<file path="src/rtl/monster_pkg.sv">
// Shared types and constants for the per-scanline monster scheduler.
package monster_pkg;

  localparam int CORDW      = 16;
  localparam int SPR_HEIGHT = 96;

  typedef enum logic [1:0] {
    IDLE  = 2'd0,
    SCAN  = 2'd1,
    ISSUE = 2'd2
  } sched_state_t;

  typedef logic signed [CORDW-1:0] coord_t;

endpackage

</file>
<file path="src/rtl/monster_line_scheduler_free_slot_enc.sv">
// Priority encoder: returns the lowest-index free sprite slot, if any.
module free_slot_enc #(
  parameter int N_SLOT = 2,
  parameter int SLW    = (N_SLOT > 1) ? $clog2(N_SLOT) : 1
) (
  input  logic [N_SLOT-1:0] free,
  output logic              found,
  output logic [SLW-1:0]    idx
);

  // Walk downward so the lowest set bit is the last one written.
  always_comb begin
    found = 1'b0;
    idx   = '0;
    for (int k = N_SLOT - 1; k >= 0; k--) begin
      if (free[k]) begin
        found = 1'b1;
        idx   = SLW'(k);
      end
    end
  end

endmodule

</file>
<file path="src/rtl/monster_line_scheduler.sv">
// Per-scanline scheduler binding visible monsters to a small pool of sprite engines.
// Handshake: line is a single-cycle request accepted only in IDLE; slot_start is a single-cycle grant per engine; slot_done releases an engine only while IDLE.
module monster_line_scheduler
  import monster_pkg::*;
#(
  parameter int N_MON  = 8,
  parameter int N_SLOT = 2,
  parameter int IDW    = $clog2(N_MON)
) (
  input  logic                    clk,
  input  logic                    i_rst_n,
  input  logic                    replay,
  input  logic                    line,
  input  coord_t                  sy,
  input  logic [N_MON*CORDW-1:0]  mon_y,
  input  logic [N_MON-1:0]        mon_en,
  input  logic [N_SLOT-1:0]       slot_done,
  output logic [N_SLOT-1:0]       slot_start,
  output logic [N_SLOT*IDW-1:0]   slot_id,
  output logic [N_SLOT-1:0]       slot_busy,
  output logic                    ovf,
  output logic [7:0]              ovf_cnt,
  output logic                    late_err,
  output sched_state_t            state
);

  localparam int SLW = (N_SLOT > 1) ? $clog2(N_SLOT) : 1;
  localparam int HCW = $clog2(N_MON + 1);

  coord_t             sy_q;
  logic [IDW-1:0]     i;
  logic [HCW-1:0]     hits;
  logic [N_SLOT-1:0]  pend;
  logic [IDW-1:0]     id_q [N_SLOT];

  coord_t                 cur_y;
  logic signed [CORDW:0]  sy_ext, top_ext, bot_ext;
  logic                   hit, bind_hit, last, ovf_next, free_found;
  logic [SLW-1:0]         free_idx;
  logic [HCW-1:0]         hits_next;
  logic [N_SLOT-1:0]      pend_next;

  free_slot_enc #(.N_SLOT(N_SLOT), .SLW(SLW)) u_free_slot_enc (
    .free  (~slot_busy),
    .found (free_found),
    .idx   (free_idx)
  );

  // Span test is widened by one bit so a sprite near the coordinate limit cannot wrap.
  always_comb begin
    cur_y     = mon_y[int'(i)*CORDW +: CORDW];
    sy_ext    = {sy_q[CORDW-1], sy_q};
    top_ext   = {cur_y[CORDW-1], cur_y};
    bot_ext   = top_ext + (CORDW+1)'(SPR_HEIGHT);
    hit       = mon_en[i] && (sy_ext >= top_ext) && (sy_ext < bot_ext);
    bind_hit  = hit && free_found;
    last      = (i == IDW'(N_MON - 1));
    hits_next = hits;
    if (hit && (hits != HCW'(N_MON))) hits_next = hits + 1'b1;
    pend_next = pend;
    if (bind_hit) pend_next[free_idx] = 1'b1;
    ovf_next  = int'(hits_next) > N_SLOT;
  end

  for (genvar g = 0; g < N_SLOT; g++) begin : g_id
    assign slot_id[g*IDW +: IDW] = id_q[g];
  end

  always_ff @(posedge clk or negedge i_rst_n) begin
    if (!i_rst_n) begin
      state      <= IDLE;
      sy_q       <= '0;
      i          <= '0;
      hits       <= '0;
      pend       <= '0;
      slot_start <= '0;
      slot_busy  <= '0;
      ovf        <= 1'b0;
      ovf_cnt    <= '0;
      late_err   <= 1'b0;
      for (int k = 0; k < N_SLOT; k++) id_q[k] <= '0;
    end else if (replay) begin
      state      <= IDLE;
      sy_q       <= '0;
      i          <= '0;
      hits       <= '0;
      pend       <= '0;
      slot_start <= '0;
      slot_busy  <= '0;
      ovf        <= 1'b0;
      ovf_cnt    <= '0;
      late_err   <= 1'b0;
      for (int k = 0; k < N_SLOT; k++) id_q[k] <= '0;
    end else begin
      slot_start <= '0;
      case (state)
        IDLE: begin
          if (line) begin
            sy_q      <= sy;
            slot_busy <= '0;
            hits      <= '0;
            pend      <= '0;
            i         <= '0;
            state     <= SCAN;
          end else begin
            slot_busy <= slot_busy & ~slot_done;
          end
        end
        SCAN: begin
          if (line) late_err <= 1'b1;
          hits <= hits_next;
          pend <= pend_next;
          if (bind_hit) begin
            id_q[free_idx]      <= i;
            slot_busy[free_idx] <= 1'b1;
          end
          // Start pulse is loaded here so it is visible during the ISSUE cycle.
          if (last) begin
            slot_start <= pend_next;
            ovf        <= ovf_next;
            if (ovf_next && (ovf_cnt != 8'hFF)) ovf_cnt <= ovf_cnt + 8'd1;
            state      <= ISSUE;
          end else begin
            i <= i + 1'b1;
          end
        end
        ISSUE: begin
          if (line) late_err <= 1'b1;
          pend  <= '0;
          state <= IDLE;
        end
        default: state <= IDLE;
      endcase
    end
  end

endmodule

</file>
<file path="config.mk">
export PLATFORM = sky130hd
export DESIGN_NAME = monster_line_scheduler
export DESIGN_NICKNAME = d
export VERILOG_FILES = /design/src/rtl/monster_pkg.sv /design/src/rtl/monster_line_scheduler_free_slot_enc.sv /design/src/rtl/monster_line_scheduler.sv
export SDC_FILE = /design/constraint.sdc
export NUM_CORES = 1
export LEC_CHECK = 0
export BUFFER_PORTS_ARGS = -buffer_cell sky130_fd_sc_hd__buf_2
export CORE_MARGIN = 8
export CORE_UTILIZATION = 40
export CTS_CLUSTER_DIAMETER = 50
export DETAILED_ROUTE_END_ITERATION = 16
export PLACE_DENSITY = 0.72
export SETUP_SLACK_MARGIN = 0.02
export SLEW_MARGIN = 20
export SYNTH_ARGS = -nofsm -noshare
export SYNTH_HDL_FRONTEND = slang
export SYNTH_SLANG_ARGS = --single-unit
</file>
<file path="constraint.sdc">
create_clock -name clk -period 4.6 [get_ports clk]
set_input_delay 0.69 -clock clk [delete_from_list [all_inputs] [get_ports clk]]
set_output_delay 0.69 -clock clk [all_outputs]
set_load 0.1 [all_outputs]
</file>
Word-level counts from Yosys, hierarchy flattened
Index checks and enable logic that the tools add are counted.
{"block": "totals", "reg_bits": 47, "input_bits": 158, "out_inout_bits": 22}
{"block": "op_classes", "n_addsub": 4, "magnitude_cmp": 8, "eq_ne": 9, "shifts": 1, "mux": 49, "bitwise": 6, "reduce_logical": 28}
{"cell": "$shiftx A128 B8 Y16", "n": 1}
{"cell": "$mux W16", "n": 3}
{"cell": "$mux W8", "n": 4}
{"cell": "$mux W2", "n": 12}
{"cell": "$mux W6", "n": 3}
{"cell": "$add A16 B8 Y17 const B", "n": 1}
{"cell": "$lt A16 B17 Y1", "n": 1}
{"cell": "$ge A16 B16 Y1", "n": 1}
{"cell": "$reduce_and A2 Y1", "n": 8}
{"cell": "$reduce_bool A2 Y1", "n": 7}
{"cell": "$mux W3", "n": 4}
{"cell": "$mux W4", "n": 3}
{"cell": "$ne A3 B3 Y1 const B", "n": 4}
{"cell": "$mux W1", "n": 11}
{"cell": "$add A8 B1 Y8 const B", "n": 1}
{"cell": "$ne A8 B8 Y1 const B", "n": 1}
{"cell": "$pmux W2 S2", "n": 2}
{"cell": "$pmux W4 S2", "n": 1}
{"cell": "$logic_and A1 B1 Y1", "n": 7}
{"cell": "$bwmux W6", "n": 1}
{"cell": "$pmux W2 S3", "n": 1}
{"cell": "$pmux W3 S2", "n": 1}
{"cell": "$reduce_and A3 Y1", "n": 2}
{"cell": "$add A4 B1 Y4 const B", "n": 1}
{"cell": "other kinds (22)", "n": 24}

Longest topological paths before layout
{"block": "logic_depth", "depth_word": 12, "mapped_depth": 20, "ltp_nobuf": 17}

By module
Synthesis repeated with hierarchy kept, for this count alone.
{"block": "hier_totals", "hier_cells": 435, "hier_area_um2": 4406.7}
{"mod": "monster_line_scheduler", "n_inst": 1, "cells_each": 433, "area_per_inst_um2": 4391.7, "seq_area_each_um2": 1176.1}
{"mod": "free_slot_enc", "n_inst": 1, "cells_each": 2, "area_per_inst_um2": 15.0, "seq_area_each_um2": 0.0}

Worst setup path before layout
No wires, ideal clock.
{"block": "synth_timing", "path_kind": "register to register", "start": "reg i[1]", "end": "reg ovf_cnt[7]", "setup_ps": 125, "t_arrival_ps": 4801, "path_slack_ps": -326, "stages_incl_launch_ff": 21, "synth_period_minus_slack_ps": 4926, "path_cell_list": "dfrtp_1 clkbuf_1 clkbuf_1 mux4_2 mux2i_1 ha_1 nor4_1 nand2_1 or3_1 nand2_1 ha_1 and4_1 nand4_1 a21oi_1 nor4_1 mux2_4 a311o_1 a221oi_4 buf_6 nor4_2 mux2_4"}
{"block": "synth_via", "elab_chain_len": 10}
{"element": "start: declaration", "line_no": "monster_line_scheduler.sv:31", "rtl": "logic [IDW-1:0] i;"}
{"element": "start signal: assignment", "line_no": "monster_line_scheduler.sv:124", "rtl": "i <= i + 1'b1;"}
{"element": "$shiftx A128 B8 Y16 or $bmux W1 S3 (tied branches)", "line_no": "monster_line_scheduler.sv:51, monster_line_scheduler.sv:55"}
{"element": "$add A16 B8 Y17, or another cell as far along", "line_no": "monster_line_scheduler.sv:54", "rtl": "bot_ext = top_ext + (CORDW+1)'(SPR_HEIGHT);"}
{"element": "$lt A16 B17 Y1 or $logic_and A1 B1 Y1 (tied branches)", "line_no": "monster_line_scheduler.sv:55", "rtl": "hit = mon_en[i] && (sy_ext >= top_ext) && (sy_ext < bot_ext);"}
{"element": "$logic_and A1 B1 Y1", "line_no": "monster_line_scheduler.sv:55"}
{"element": "$logic_and A1 B1 Y1", "line_no": "monster_line_scheduler.sv:59", "rtl": "if (hit && (hits != HCW'(N_MON))) hits_next = hits + 1'b1;"}
{"element": "$mux W4", "line_no": "monster_line_scheduler.sv:59"}
{"element": "$gt A4 B2 Y1", "line_no": "monster_line_scheduler.sv:62", "rtl": "ovf_next = int'(hits_next) > N_SLOT;"}
{"element": "$logic_and A1 B1 Y1", "line_no": "monster_line_scheduler.sv:121", "rtl": "if (ovf_next && (ovf_cnt != 8'hFF)) ovf_cnt <= ovf_cnt + 8'd1;"}
{"element": "$reduce_bool A2 Y1 (no line)"}
{"element": "$reduce_and A3 Y1 (no line) *"}
{"element": "end signal: assignment", "line_no": "monster_line_scheduler.sv:121"}
{"element": "end: declaration", "line_no": "monster_line_scheduler.sv:22", "rtl": "output logic [7:0] ovf_cnt,"}
Every way passes the cells marked *; elsewhere a longest branch is shown, timed or not. The select of a mux whose other input is x is not followed.
A chain may end at the register's enable or synchronous reset.

Worst setup path after layout
{"block": "layout_timing", "start": "reg i[0]", "end": "reg ovf_cnt[4]"}
Same word-level chain as after synthesis.

==> results.py <==
metrics = {
    "drt": {
        "dr.pass1.iters": 4,
        "drt_first_iter_violations": 211,
        "drc": 0,
        "ant_nets": 0,
        "wire_per_inst_um": 18.6,
        "viasPerCell": 5.55,
        "vias": 4241,
        "wirelength_mm": 14.2,
    },
    "layout": {
        "antenna_cells": 0,
        "syn2layout_area_growth_pct": 40.6,
        "stdcell_area_mm2": 0.00591,
        "fin_util_pct": 57.5,
        "drive_above_1_share_pct": 47.9,
        "nets": 822,
    },
    "setup_path": {
        "worstSetupPathType": "flop to flop",
        "required_ns": 4.82,
        "slowest_delay_ns": 0.52,
        "cp-end-kind": "flop",
        "crit_arrival_ns": 4.91,
        "startpoint_type": "flop",
        "path_max_fanout": 6,
        "slowest_stage": "mux4_2",
        "worst-path-buf-inv": 7,
        "path_delay_family": "compound AO/OA/AOI/OAI gates",
        "ff2ff_path_depth": 20,
        "path_depth": 20,
        "worstPathCellList": "buf_6 -> buf_12 -> mux4_2 -> mux2i_4 -> buf_4 -> nor3b_4 -> buf_4 -> xor2_1 -> ha_1 -> a21o_1 -> a221o_1 -> a211oi_1 -> mux2_4 -> buf_4 -> and3_1 -> a221oi_4 -> buf_6 -> buf_6 -> or4_1 -> a21oi_2",
    },
    "sta": {
        "worst_slew_pin_slew_ns": 0.697,
        "maxSlewHeadroom_pct": 53.5,
        "finalSetupViolations": 7,
        "min_period_ns": 4.69,
        "timing.fmax_mhz": 213,
        "finalWorstSetupSlack_ns": -0.0897,
        "hold_viol": 0,
        "rsz0062_at_grt": "yes",
        "maxSlewViolCount": 0,
        "fin_crit_sh_pct": 102,
        "finalClockSkew_ns": 0.00746,
    },
    "synthesis": {
        "ys_warn_count": 0,
        "synthDistinctLibCells": 55,
        "synthArstFlopShare_pct": 100,
        "synthesis.nets": 609,
        "ys_ff_latch": 47,
        "synth_area_per_cell_um2": 10.2,
        "yosysSeqAreaShare_pct": 28.0,
        "synth_cells": 414,
        "synth_area_mm2": 0.00421,
        "synth_edf_count": 0,
        "ys.flop_type": "dfrtp_1",
    },
    "floorplanning": {
        "row_count": 37,
        "die_w_um": 119,
        "die_area_mm2": 0.0141,
        "start_util_pct": 40.9,
        "coreArea_mm2": 0.0103,
        "die_y_um": 119,
        "io_pins": 180,
    },
    "clock_tree": {
        "h-tree-depth": 2,
        "cts_tree": "done",
        "clk_pin_slew_worst_paths_ns": 0.09,
        "cts_inserted_buffers": 5,
        "postCtsHoldBufs": 0,
        "clockRootBuffer": "clkbuf_8",
        "cts_buffer_depth": 2,
        "insertion_delay_ns": 0.30,
        "clkSinkCount": 47,
    },
    "global_routing": {
        "antenna_found_initial": 0,
        "grt_pass1_wl_mm": 22.6,
        "grt_usage_pct": 19.3,
        "grt_max_degree": 48,
        "first_global_vias": 4566,
        "overflow": 0,
    },
    "worst_hold_path": {
        "hp-class": "input pin to async pin",
    },
    "place": {
        "gp_congestion": 0.904,
        "place_area_mm2": 0.00550,
        "port_buffers": 179,
        "dp.final_hpwl_mm": 11.5,
    },
    "power": {
        "vdd_ir_drop_max_uv": 175,
        "p_leak_nw": 2.82,
        "powerDensity_mw_per_mm2": 236,
    },
    "flow_run": {
        "maxCapViolCount": 0,
    },
    "run_status": {
        "violations": "negative setup slack",
        "outcome": "finished, violations left",
    },
}
==> final timing paths <==
kind / from / endpoint / slack, ns
max in group asynchronous: i_rst_n / i[0]$_DFFE_PN0P_ / 3.77
setup / recovery: i[0]$_DFFE_PN0P_ / ovf_cnt[4]$_DFFE_PN0P_ / -0.09
hold / removal: i_rst_n / state[0]$_DFFE_PN0P_ / 0.39
min in group clk: sy_q[3]$_DFFE_PN0P_ / sy_q[3]$_DFFE_PN0P_ / 0.50
setup reg to reg: i[0]$_DFFE_PN0P_ / ovf_cnt[4]$_DFFE_PN0P_ / -0.09
hold reg to reg: sy_q[3]$_DFFE_PN0P_ / sy_q[3]$_DFFE_PN0P_ / 0.50
==> cells in the mapped netlist, types with 4 or more instances <==
| master | count | area, um2 |
|---|---|---|
| nand3_1 | 8 | 40.0 |
| nor4_1 | 4 | 25.0 |
| inv_1 | 16 | 60.1 |
| mux2_4 | 4 | 60.1 |
| o21ai_0 | 26 | 130 |
| mux2i_1 | 24 | 240 |
| o21ai_1 | 4 | 20.0 |
| dfrtp_1 | 47 | 1180 |
| nor2_1 | 31 | 116 |
| xnor2_1 | 5 | 43.8 |
| or3_1 | 4 | 25.0 |
| ha_1 | 37 | 463 |
| nand2b_1 | 18 | 113 |
| a21oi_1 | 21 | 105 |
| buf_1 | 4 | 15.0 |
| mux4_2 | 34 | 766 |
| clkbuf_1 | 14 | 52.6 |
| nand2_1 | 36 | 135 |
| a21o_1 | 6 | 45.0 |
| nand4_1 | 6 | 37.5 |
| o31ai_1 | 4 | 30.0 |
==> through the flow <==
step	total power, W	std cells	TNS (ns)	setup slack [ns]	hold WS, ns
final	0.00140	764	-0.303	-0.0897	0.387
after global routing	0.00148	764	-1.94	-0.245	0.437
after CTS	0.00138	761	0	0.00130	0.505
after detailed placement	0.000978	745	-1.58	-0.316	0.483
after global placement	0.000960	745	-0.752	-0.195	0.475
after floorplan	0.000781	414	0	0.0368	0.394
==> registers in the layout (all words and copies together) (netlist names), 2 cells and up <==
name / count
sy_q: 16
slot_id: 6
hits: 4
pend: 2
slot_busy: 2
ovf_cnt: 8
slot_start: 2
state: 2
i: 3
==> cell usage in the layout (no fill, tap or decap), types with 4 or more instances in the layout <==
| master | synthesis | final |
|---|---|---|
| mux2i_1 | 24 | 18 |
| buf_4 | 0 | 41 |
| mux2_4 | 4 | 4 |
| o21ai_1 | 4 | 5 |
| a21oi_2 | 0 | 4 |
| nor2_1 | 31 | 31 |
| nand4_1 | 6 | 6 |
| ha_1 | 37 | 36 |
| nor4_2 | 3 | 5 |
| nand2_1 | 36 | 36 |
| nand2b_1 | 18 | 18 |
| buf_6 | 2 | 5 |
| xnor2_1 | 5 | 5 |
| o31ai_1 | 4 | 4 |
| a21oi_1 | 21 | 17 |
| inv_1 | 16 | 16 |
| or3_1 | 4 | 4 |
| o21ai_0 | 26 | 25 |
| nand3_1 | 8 | 8 |
| buf_2 | 3 | 178 |
| mux4_2 | 34 | 34 |
| dfrtp_1 | 47 | 46 |
| clkbuf_8 | 0 | 5 |
| mux2i_4 | 0 | 4 |
| a21o_1 | 6 | 6 |
==> power breakdown <==
part	switching (W)	internal, W
clock network	0.000140	0.000217
registers	0.0000217	0.000432
logic	0.000282	0.000303
total	0.000444	0.000952
==> final cells by class <==
type	count	area, um2
well taps	136	170
multi-input cells	328	3010
repair buffers	229	1360
flip-flops and latches	47	1180
clock buffers	6	72.6
clock inverters	2	60.1
inverters	16	60.1
fillers	888	4360
==> repair_timing <==
action                     4_1_cts  5_1_grt
gates cloned                     1        0
setup endpoints to repair        9        9
pin swaps                        7        2
setup buffers                    7        4
resized for setup               23       13
==> routing by layer <==
metal / up-vias / track usage, % / part of all wire [%]
li1: 1982 / - / -
met1: 2070 / 21.8 / 40
met2: 161 / 35.7 / 52
met3: 28 / 4.19 / 5.8
met4: 0 / 5.06 / 2.1
met5: - / 0 / 0
==> cell families after synthesis <==
family	Yosys count	synth area share, %
buffers and inverters	39	3.92
AOI/OAI and AO/OA	84	12.7
xor gates and xnor gates	8	1.67
muxes	65	26.1
adders and majority gates	37	11.0
and+or+nand+nor	134	16.6
DFF	47	28.0
No activity file was read; power rests on OpenSTA's default activity.
